<file path="config.mk">
export PLATFORM = sky130hd
export DESIGN_NAME = product_accumulator_flat
export DESIGN_NICKNAME = d
export VERILOG_FILES = /design/src/rtl/product_accumulator_pkg.sv /design/src/rtl/product_accumulator_if.sv /design/src/rtl/product_accumulator_requant_sat.sv /design/src/rtl/product_accumulator.sv /design/src/flat_wrapper.sv
export SDC_FILE = /design/constraint.sdc
export NUM_CORES = 1
export LEC_CHECK = 0
export ABC_CLOCK_PERIOD_IN_PS = 10550
export CAP_MARGIN = 5
export CORE_UTILIZATION = 41
export DETAILED_ROUTE_END_ITERATION = 6
export PLACE_DENSITY = 0.58
export SETUP_SLACK_MARGIN = 0.1
export SYNTH_ARGS = -nofsm -noshare
export SYNTH_HDL_FRONTEND = slang
export SYNTH_SLANG_ARGS = --single-unit
</file>
<file path="constraint.sdc">
create_clock -name clk -period 10.55 [get_ports clk]
set_clock_uncertainty 0.05 [all_clocks]
set_input_delay 3.165 -clock clk [delete_from_list [all_inputs] [get_ports clk]]
set_output_delay 3.165 -clock clk [all_outputs]
set_load 0.01 [all_outputs]
</file>
<file path="src/rtl/product_accumulator_pkg.sv">
// Shared types and default widths for the product accumulator and its requantizer.
// Products are unsigned multiplier outputs; the accumulator is wide enough for 256 exact beats.
package product_acc_pkg;

  localparam int PROD_W  = 16;
  localparam int ACC_W   = 24;
  localparam int OUT_W   = 8;
  localparam int CNT_W   = 9;
  localparam int SHIFT_W = 5;

  // Largest meaningful right shift for the default accumulator width.
  localparam int SHIFT_MAX = ACC_W - 1;

  typedef enum logic {
    ACCUM = 1'b0,
    HOLD  = 1'b1
  } state_e;

  function automatic logic [SHIFT_W-1:0] clamp_shift(input logic [SHIFT_W-1:0] sh,
                                                     input int max_sh);
    return (int'(sh) > max_sh) ? SHIFT_W'(max_sh) : sh;
  endfunction

endpackage

</file>
<file path="src/rtl/product_accumulator_if.sv">
// Product-beat input stream plus requantized result stream, grouped as one bundle.
// master = upstream/downstream environment, slave = the accumulator block.
interface product_accumulator_if #(
  parameter int PROD_W = product_acc_pkg::PROD_W,
  parameter int OUT_W  = product_acc_pkg::OUT_W,
  parameter int CNT_W  = product_acc_pkg::CNT_W
) ();
  import product_acc_pkg::*;

  logic                in_valid;
  logic                in_ready;
  logic [PROD_W-1:0]   in_data;
  logic                in_last;
  logic [SHIFT_W-1:0]  cfg_shift;
  logic                out_valid;
  logic                out_ready;
  logic [OUT_W-1:0]    out_data;
  logic                out_sat;
  logic [CNT_W-1:0]    out_count;

  modport master (
    output in_valid, in_data, in_last, cfg_shift, out_ready,
    input  in_ready, out_valid, out_data, out_sat, out_count
  );

  modport slave (
    input  in_valid, in_data, in_last, cfg_shift, out_ready,
    output in_ready, out_valid, out_data, out_sat, out_count
  );

endinterface

</file>
<file path="src/rtl/product_accumulator_requant_sat.sv">
// Combinational requantizer: clamp shift, round half up, shift right, saturate to OUT_W.
// The rounding add is one bit wider than the sum so it can never wrap.
module requant_sat #(
  parameter int ACC_W   = product_acc_pkg::ACC_W,
  parameter int OUT_W   = product_acc_pkg::OUT_W,
  parameter int SHIFT_W = product_acc_pkg::SHIFT_W
) (
  input  logic [ACC_W-1:0]   sum_i,
  input  logic [SHIFT_W-1:0] shift_i,
  input  logic               ovf_i,
  output logic [OUT_W-1:0]   data_o,
  output logic               sat_o
);
  import product_acc_pkg::*;

  localparam int RND_W = ACC_W + 1;
  localparam logic [RND_W-1:0] OUT_MAX = {{(RND_W-OUT_W){1'b0}}, {OUT_W{1'b1}}};

  logic [SHIFT_W-1:0] sh;
  logic [RND_W-1:0]   rnd;
  logic [RND_W-1:0]   biased;
  logic [RND_W-1:0]   r;
  logic               clip;

  always_comb begin
    sh  = clamp_shift(shift_i, ACC_W - 1);
    rnd = '0;
    if (sh != '0) begin
      rnd = RND_W'(1) << (sh - SHIFT_W'(1));
    end
    biased = {1'b0, sum_i} + rnd;
    r      = biased >> sh;
    clip   = (r > OUT_MAX);
    data_o = clip ? {OUT_W{1'b1}} : r[OUT_W-1:0];
    sat_o  = ovf_i | clip;
  end

endmodule

</file>
<file path="src/rtl/product_accumulator.sv">
// Accumulates a group of unsigned products, then presents one requantized 8-bit result.
// While the result is held, in_ready stays low so upstream can stall the multiplier.
module product_accumulator #(
  parameter int PROD_W = product_acc_pkg::PROD_W,
  parameter int ACC_W  = product_acc_pkg::ACC_W,
  parameter int OUT_W  = product_acc_pkg::OUT_W,
  parameter int CNT_W  = product_acc_pkg::CNT_W
) (
  input  logic                  clk,
  input  logic                  rst,
  product_accumulator_if.slave  bus
);
  import product_acc_pkg::*;

  state_e             state_q, state_d;
  logic [ACC_W-1:0]   acc_q, acc_d;
  logic [CNT_W-1:0]   cnt_q, cnt_d;
  logic               ovf_q, ovf_d;
  logic [OUT_W-1:0]   out_data_q, out_data_d;
  logic               out_sat_q, out_sat_d;
  logic [CNT_W-1:0]   out_count_q, out_count_d;

  logic               accept;
  logic [ACC_W:0]     sum_wide;
  logic               carry;
  logic [ACC_W-1:0]   sum_sat;
  logic [CNT_W-1:0]   cnt_inc;
  logic [OUT_W-1:0]   rq_data;
  logic               rq_sat;

  always_comb begin
    accept   = bus.in_valid && (state_q == ACCUM);
    sum_wide = {1'b0, acc_q} + (ACC_W+1)'(bus.in_data);
    carry    = sum_wide[ACC_W];
    sum_sat  = carry ? {ACC_W{1'b1}} : sum_wide[ACC_W-1:0];
    cnt_inc  = (&cnt_q) ? cnt_q : cnt_q + CNT_W'(1);
  end

  // Overflow on the final beat itself must also reach the sat flag.
  requant_sat #(
    .ACC_W   (ACC_W),
    .OUT_W   (OUT_W),
    .SHIFT_W (SHIFT_W)
  ) u_requant (
    .sum_i   (sum_sat),
    .shift_i (bus.cfg_shift),
    .ovf_i   (ovf_q | carry),
    .data_o  (rq_data),
    .sat_o   (rq_sat)
  );

  always_comb begin
    state_d     = state_q;
    acc_d       = acc_q;
    cnt_d       = cnt_q;
    ovf_d       = ovf_q;
    out_data_d  = out_data_q;
    out_sat_d   = out_sat_q;
    out_count_d = out_count_q;

    case (state_q)
      ACCUM: begin
        if (accept) begin
          if (bus.in_last) begin
            out_data_d  = rq_data;
            out_sat_d   = rq_sat;
            out_count_d = cnt_inc;
            acc_d       = '0;
            cnt_d       = '0;
            ovf_d       = 1'b0;
            state_d     = HOLD;
          end else begin
            acc_d = sum_sat;
            ovf_d = ovf_q | carry;
            cnt_d = cnt_inc;
          end
        end
      end
      HOLD: begin
        if (bus.out_ready) begin
          state_d = ACCUM;
        end
      end
      default: state_d = ACCUM;
    endcase
  end

  always_ff @(posedge clk) begin
    if (rst) begin
      state_q     <= ACCUM;
      acc_q       <= '0;
      cnt_q       <= '0;
      ovf_q       <= 1'b0;
      out_data_q  <= '0;
      out_sat_q   <= 1'b0;
      out_count_q <= '0;
    end else begin
      state_q     <= state_d;
      acc_q       <= acc_d;
      cnt_q       <= cnt_d;
      ovf_q       <= ovf_d;
      out_data_q  <= out_data_d;
      out_sat_q   <= out_sat_d;
      out_count_q <= out_count_d;
    end
  end

  assign bus.in_ready  = (state_q == ACCUM);
  assign bus.out_valid = (state_q == HOLD);
  assign bus.out_data  = out_data_q;
  assign bus.out_sat   = out_sat_q;
  assign bus.out_count = out_count_q;

endmodule

</file>
<file path="src/flat_wrapper.sv">
// flat-port wrapper written by rule: the top's interface ports become plain ports
module product_accumulator_flat import product_acc_pkg::*;
#(
  parameter int PROD_W = product_acc_pkg::PROD_W,
  parameter int ACC_W  = product_acc_pkg::ACC_W,
  parameter int OUT_W  = product_acc_pkg::OUT_W,
  parameter int CNT_W  = product_acc_pkg::CNT_W
)
  (clk, rst, bus_in_valid, bus_in_data, bus_in_last, bus_cfg_shift, bus_out_ready, bus_in_ready, bus_out_valid, bus_out_data, bus_out_sat, bus_out_count);
  product_accumulator_if #(.PROD_W(PROD_W), .OUT_W(OUT_W), .CNT_W(CNT_W)) bus_i ();
  input  logic clk;
  input  logic rst;
  input wire logic [$bits(bus_i.in_valid)-1:0] bus_in_valid;
  input wire logic [$bits(bus_i.in_data)-1:0] bus_in_data;
  input wire logic [$bits(bus_i.in_last)-1:0] bus_in_last;
  input wire logic [$bits(bus_i.cfg_shift)-1:0] bus_cfg_shift;
  input wire logic [$bits(bus_i.out_ready)-1:0] bus_out_ready;
  output wire logic [$bits(bus_i.in_ready)-1:0] bus_in_ready;
  output wire logic [$bits(bus_i.out_valid)-1:0] bus_out_valid;
  output wire logic [$bits(bus_i.out_data)-1:0] bus_out_data;
  output wire logic [$bits(bus_i.out_sat)-1:0] bus_out_sat;
  output wire logic [$bits(bus_i.out_count)-1:0] bus_out_count;
  assign bus_i.in_valid = bus_in_valid;
  assign bus_i.in_data = bus_in_data;
  assign bus_i.in_last = bus_in_last;
  assign bus_i.cfg_shift = bus_cfg_shift;
  assign bus_i.out_ready = bus_out_ready;
  assign bus_in_ready = bus_i.in_ready;
  assign bus_out_valid = bus_i.out_valid;
  assign bus_out_data = bus_i.out_data;
  assign bus_out_sat = bus_i.out_sat;
  assign bus_out_count = bus_i.out_count;
  product_accumulator #(.PROD_W(PROD_W), .ACC_W(ACC_W), .OUT_W(OUT_W), .CNT_W(CNT_W)) u_core (.clk(clk), .rst(rst), .bus(bus_i));
endmodule
</file>
======== Word level (Yosys, flattened, before mapping) ========
Index checks and enable logic that the tools add are counted.
storage, ports and cells
  bits in registers ....................... 53
  output and inout port bits .............. 20
  word-level logic and storage cells ...... 35
operators by class
  add/subtract/negate cells ............... 4
  magnitude comparators ................... 2
  shift operators ......................... 2
  muxes and demuxes ....................... 12
  bitwise operators ....................... 3
  reductions and logical operators ........ 5
operators with widths
  operator              number
  $mux 24               2
  $add 24x16->25        1
  $add 24x25->25        1
  $gt 25x8->1 const B   1
  $mux 25               1
  $shl 1x5->25 const A  1
  $shr 25x5->25         1
  $mux 9                2
  $add 9x1->9 const B   1
  $reduce_and 9->1      1
  $mux 8                1
  $gt 5x5->1 const B    1
  $mux 5                1
  $reduce_bool 5->1     1
  $sub 5x1->5 const B   1
  $mux 1                4
  $reduce_and 3->1      1
  $or 1x1->1            2
  $pmux 1 s2            1
  $reduce_and 2->1      1
  $logic_and 1x1->1     1
  $not 1->1             1

======== Logic depth before layout (Yosys ltp) ========
  depth after elaboration ................. 9
  mapped depth ............................ 26

======== By module ========
From an unflattened synthesis, not the netlist that was laid out.
second synthesis, totals
  cells, all modules ...................... 972
  area, all modules ....................... 6630.1 um2
modules (own cells, without submodules)
  module               instances  cells each  area an instance (um2)  seq. area each (um2)
  product_accumulator  1          439         3337.0                  1061.0
  requant_sat          1          533         3293.2                  0.0

======== Worst setup path before layout ========
Ideal clock, no wire load.
  path kind ............................... input-to-reg
  start point ............................. in bus_in_data[0]
  end point ............................... reg u_core.out_data_q[0], in the netlist u_core.bus.out_data[0]
  arrival time ............................ 8.678 ns
  slack ................................... 1.680 ns
  stages on the path ...................... 25
  cell sequence ........................... ha_1 -> fa_1 -> a21o_1 -> a21oi_1 -> o21ai_0 -> a211oi_1 -> nor4b_1 -> o31ai_1 -> a2111o_1 -> clkbuf_1 -> clkbuf_1 -> nand2_1 -> mux2_2 -> ha_1 -> o21ai_0 -> a21oi_1 -> a221oi_2 -> o21ai_1 -> or4_1 -> a21oi_2 -> nand2_2 -> a22oi_2 -> a31oi_1 -> a2111oi_4 -> a31oi_1
on the way
  longest elaborated chain between the ends .. 6
RTL lines
  item                  line                                   source
  start, declared       flat_wrapper.sv:14                     input wire logic [$bits(bus_i.in_data)-1:0] bus_in_data;
  $add 24x16->25 (*)    product_accumulator.sv:33              sum_wide = {1'b0, acc_q} + (ACC_W+1)'(bus.in_data);
  $mux 24 (*)           product_accumulator.sv:35              sum_sat = carry ? {ACC_W{1'b1}} : sum_wide[ACC_W-1:0];
  $add 24x25->25 (*)    product_accumulator_requant_sat.sv:31  biased = {1'b0, sum_i} + rnd;
  $shr 25x5->25 (*)     product_accumulator_requant_sat.sv:32  r = biased >> sh;
  $gt 25x8->1           product_accumulator_requant_sat.sv:33  clip = (r > OUT_MAX);
  $mux 8 (*)            product_accumulator_requant_sat.sv:34  data_o = clip ? {OUT_W{1'b1}} : r[OUT_W-1:0];
  end signal, assigned  product_accumulator.sv:102             out_data_q <= out_data_d;
  end, declared         product_accumulator.sv:19              logic [OUT_W-1:0] out_data_q, out_data_d;
Every way passes the cells marked *; elsewhere a longest branch is shown, timed or not.
A chain may end at the register's enable or synchronous reset.

======== Worst setup path after layout ========
  start point ............................. in bus_in_data[0]
  end point ............................... reg u_core.out_data_q[2], in the netlist u_core.bus.out_data[2]
Same word-level chain as after synthesis.

==> out/summary.txt <==
========================================================================================
Result of the run                                                              completed
Diodes inserted                                                                        0
Floorplan die width                                                               130 um
Clock-pin transition on the worst setup and hold timing paths                    0.08 ns
Total number of vias                                                                7533
Number of flops mapped to enable cells by yosys                                        0
Post-synth cell types                                                                 90
Sequential fraction of the synthesis area                                          15.8%
Number of register bits inferred by synthesis                                         53
Xor/xnor share of the synthesized area                                             4.43%
Worst-case headroom to the max-slew limit                                          38.3%
Top Ports                                                                             46
Synthesized netlist net count                                                       1037
Pin count of the biggest net entering global routing                                  48
Non-filler cells, final                                                             1202
Post-synthesis adder-cell area fraction                                            8.26%
Count of placed standard cells including taps                                       1193
Combinational family with the most area after synthesis                     compound AO/OA/AOI/OAI gates
Count of endpoints failing setup in the final report                                   0
Fraction of the mapped netlist area in compound gates                              34.0%
Post-layout utilization of the core                                                46.6%
Fraction of final layout cells with drive strength greater than 1                  7.71%
Most instantiated flip-flop cell in the synthesis netlist                   sky130_fd_sc_hd__dfxtp_1
Multiplexer area fraction after synthesis                                          3.53%
Total grt overflow                                                                     0
Path category of the worst min-delay check                                       reg2reg
Clock network latency to the later pin of the worst-skew pair                    0.30 ns
Number of nets still failing antenna checks after routing                              0
Syn Std Cell Area                                                           0.00670 sq mm
Proportion of synthesized flip-flops having asynchronous set or reset                 0%
Post-synthesis share of cell area spent on and, or, nand and nor gates             28.2%
Sink count of the clock tree                                                          53
Pleak                                                                         0.00283 uW
Final Hold Vio Count                                                                   0
Pwr Density                                                                 92.8 mW/mm^2
Starting utilization of the core area                                              42.0%
Final weighted congestion in routability-driven placement                          0.957
Number of buffers added by the clock tree synthesis step                               5
Clk root buf                                                                sky130_fd_sc_hd__clkbuf_16
Core Footprint                                                              0.0159 sq mm
Average footprint of a synthesized cell                                       6.92 sq um
Worst R2R Path Depth                                                                  25
Net count of the finished layout                                                    1054
Min Tclk post-route                                                              9.97 ns
CTS Hold Buffers Added                                                                 0
Overall global routing resource usage                                              27.4%
Die Area                                                                    0.0169 sq mm
Area delta synth->final                                                            10.9%
Max-cap viol count                                                                     0
Clock Path Buffers                                                                     2
Vias/cell                                                                           6.27
Post-route DRC                                                                         0
DPL Wire Length                                                                  17.3 mm
Maximum level of the CTS H-tree                                                        2
Fill cell count                                                                     1702
VDD IR-drop max                                                                0.0616 mV
FP Rows                                                                               46
First-pass GRT wire length                                                       36.5 mm
Hold Path Cell Cnt                                                                     2
Via count of the first global-routing pass                                          6967
Total routed wirelength                                                          22.6 mm
Fin Setup TNS                                                                       0 ns
Initial detailed-routing violation count                                             813
CP Launch Type                                                              primary input
Data arrival at the endpoint of the critical path                               10.09 ns
Setup repair after global routing missed its margin                                false
Number of search-and-repair iterations in the first detailed-routing pass              7
Post-route clock period utilization                                                94.5%
Number of I/O port buffers                                                            45
Maximum fanout along the worst path                                                   21
Worst setup EP type                                                             register
Number of synthesis warnings                                                           0
Required @ worst endpoint                                                       10.68 ns
Vertical die dimension                                                            130 um
CTS tree                                                                             yes
Number of antenna violations at the first check in global routing                      0
Synthesized instance count                                                           968
Max-slew violation count                                                               0
Slew of the pin with the lowest slew margin                                     0.924 ns
Routed wire per std cell                                                         18.8 um
Critical path class                                                               in2reg
Maximum clock rate                                                             0.100 GHz
========================================================================================
-- what timing repair did --
item                                    4_1_cts  5_1_grt
buffers inserted                              0        1
gates resized for setup                       0        1
endpoints found under the setup margin        0        9
-- sequential cells by signal, summed over array words and instances, names as in the netlist --
| register | flops |
|---|---|
| u_core.acc_q | 24 |
| u_core.bus.out_sat | 1 |
| u_core.ovf_q | 1 |
| u_core.bus.out_valid | 1 |
| u_core.bus.out_data | 8 |
| u_core.bus.out_count | 9 |
| u_core.cnt_q | 9 |
-- critical path, cell delays in order --
cell                              delay [ns]
sky130_fd_sc_hd__clkdlybuf4s50_1        0.45
sky130_fd_sc_hd__ha_1                   0.26
sky130_fd_sc_hd__fa_1                   0.41
sky130_fd_sc_hd__a21o_1                 0.19
sky130_fd_sc_hd__a21oi_1                0.23
sky130_fd_sc_hd__o21ai_0                0.19
sky130_fd_sc_hd__a211oi_1               0.33
sky130_fd_sc_hd__nor4b_1                0.13
sky130_fd_sc_hd__o31ai_1                0.36
sky130_fd_sc_hd__a2111o_1               0.34
sky130_fd_sc_hd__buf_4                  0.29
sky130_fd_sc_hd__nand2_1                0.10
sky130_fd_sc_hd__mux2_2                 0.27
sky130_fd_sc_hd__ha_1                   0.53
sky130_fd_sc_hd__nand3_1                0.24
sky130_fd_sc_hd__nor3_1                 0.35
sky130_fd_sc_hd__nand2_1                0.09
sky130_fd_sc_hd__o31ai_1                0.37
sky130_fd_sc_hd__nor2_1                 0.09
sky130_fd_sc_hd__xor2_1                 0.30
sky130_fd_sc_hd__nor3_1                 0.11
sky130_fd_sc_hd__nor4_1                 0.34
sky130_fd_sc_hd__nand4_1                0.23
sky130_fd_sc_hd__a2111oi_4              0.39
sky130_fd_sc_hd__buf_4                  0.22
sky130_fd_sc_hd__a31oi_1                0.09
-- synth_stat cells, types with 4 or more instances --
library cell                number  area [sq um]
sky130_fd_sc_hd__nor4_1          5          31.3
sky130_fd_sc_hd__a21oi_2         6          52.6
sky130_fd_sc_hd__nor2_1        129           484
sky130_fd_sc_hd__xnor2_1        17           149
sky130_fd_sc_hd__a211oi_1       16           120
sky130_fd_sc_hd__nand4_1        14          87.6
sky130_fd_sc_hd__and3_1         10          62.6
sky130_fd_sc_hd__nand3_1        37           185
sky130_fd_sc_hd__buf_6           8          90.1
sky130_fd_sc_hd__and2_1          6          37.5
sky130_fd_sc_hd__o211ai_1       13          97.6
sky130_fd_sc_hd__o21ai_1         6          30.0
sky130_fd_sc_hd__inv_1          20          75.1
sky130_fd_sc_hd__dfxtp_1        53          1060
sky130_fd_sc_hd__a22oi_1        21           158
sky130_fd_sc_hd__o22ai_1         8          50.1
sky130_fd_sc_hd__buf_4           5          37.5
sky130_fd_sc_hd__o21ai_0        62           310
sky130_fd_sc_hd__a311oi_1        5          43.8
sky130_fd_sc_hd__o21a_1          8          60.1
sky130_fd_sc_hd__a211o_1         6          52.6
sky130_fd_sc_hd__or3_1          10          62.6
sky130_fd_sc_hd__clkbuf_1       33           124
sky130_fd_sc_hd__o221ai_1        5          43.8
sky130_fd_sc_hd__nor3_1         37           185
sky130_fd_sc_hd__a21o_1         11          82.6
sky130_fd_sc_hd__o31ai_1         8          60.1
sky130_fd_sc_hd__buf_2           8          40.0
sky130_fd_sc_hd__mux2i_1        18           180
sky130_fd_sc_hd__or2_2           4          25.0
sky130_fd_sc_hd__nor2b_1         8          50.1
sky130_fd_sc_hd__a31oi_1        19           119
sky130_fd_sc_hd__a21oi_1        80           400
sky130_fd_sc_hd__ha_1           41           513
sky130_fd_sc_hd__xor2_1         15           131
sky130_fd_sc_hd__o2111ai_1       7          61.3
sky130_fd_sc_hd__nand2b_1        8          50.1
sky130_fd_sc_hd__nand2_1       120           450
-- layout make-up --
cell class                 instances  area, sq um  area share [%]
clock buffer                       5          125            1.68
clock inverter                     3         28.8           0.387
inverter                          21         78.8            1.06
multi-input combinational        838         5260            70.8
sequential                        53         1060            14.3
tap                              216          270            3.64
timing repair buffer              66          603            8.12
-- stage by stage --
stage / total power, uW / setup WS, ns / hold WS, ns / instance area [sq um]
after floorplan: 427 / 1.68 / 0.386 / 6700
after detailed placement: 511 / 0.311 / 0.398 / 7270
after global placement: 513 / 0.488 / 0.395 / 7270
after global routing: 729 / 0.0935 / 0.425 / 7430
after CTS: 687 / 0.623 / 0.410 / 7420
final: 690 / 0.583 / 0.407 / 7430
-- metal layers --
layer / up-vias / GRT usage [%] / routed length (um) / share of wire, %
li1: 3643 / - / - / -
met3: 56 / 5.13 / 1780 / 7.9
met4: 0 / 7.05 / 541 / 2.4
met1: 3480 / 36.5 / 9980 / 44
met2: 354 / 45.2 / 10300 / 45
met5: - / 0 / 0 / 0
-- logic make-up after synthesis --
group / after synthesis
AO/OA/AOI/OAI: 331
XOR/XNOR: 33
adder cells (fa/ha/maj): 43
buffers and inverters: 77
flip-flops: 53
multiplexers: 22
other: 1
AND/OR/NAND/NOR: 408
-- report_power, final --
group / total, uW / internal [uW] / leakage, uW / switching (uW)
combinational: 301 / 108 / 0.00232 / 194
clock: 175 / 91.2 / 0.0000763 / 83.8
sequential: 214 / 208 / 0.000432 / 5.40
total: 690 / 407 / 0.00283 / 283
-- placed cells by master, fill, tap and decap left out, types with 16 or more instances in the layout --
| master | synthesis | routed |
|---|---|---|
| sky130_fd_sc_hd__nor2_1 | 129 | 128 |
| sky130_fd_sc_hd__nand2_1 | 120 | 120 |
| sky130_fd_sc_hd__a21oi_1 | 80 | 78 |
| sky130_fd_sc_hd__o21ai_0 | 62 | 62 |
| sky130_fd_sc_hd__dfxtp_1 | 53 | 53 |
| sky130_fd_sc_hd__clkdlybuf4s50_1 | 0 | 44 |
| sky130_fd_sc_hd__ha_1 | 41 | 41 |
| sky130_fd_sc_hd__nor3_1 | 37 | 37 |
| sky130_fd_sc_hd__nand3_1 | 37 | 37 |
| sky130_fd_sc_hd__a22oi_1 | 21 | 21 |
| sky130_fd_sc_hd__buf_4 | 5 | 21 |
| sky130_fd_sc_hd__inv_1 | 20 | 20 |
| sky130_fd_sc_hd__a31oi_1 | 19 | 19 |
| sky130_fd_sc_hd__mux2i_1 | 18 | 18 |
| sky130_fd_sc_hd__xnor2_1 | 17 | 17 |
| sky130_fd_sc_hd__a211oi_1 | 16 | 16 |
-- worst paths after layout --
check,startpoint,endpoint,slack (ns)
min,u_core.bus.out_count[6],u_core.bus.out_count[6],0.41
min reg2reg,u_core.bus.out_count[6],u_core.bus.out_count[6],0.41
max,bus_in_data[0],u_core.bus.out_data[2],0.58
max reg2reg,u_core.acc_q[0],u_core.bus.out_data[2],3.62
No activity file was read; power rests on OpenSTA's default activity.
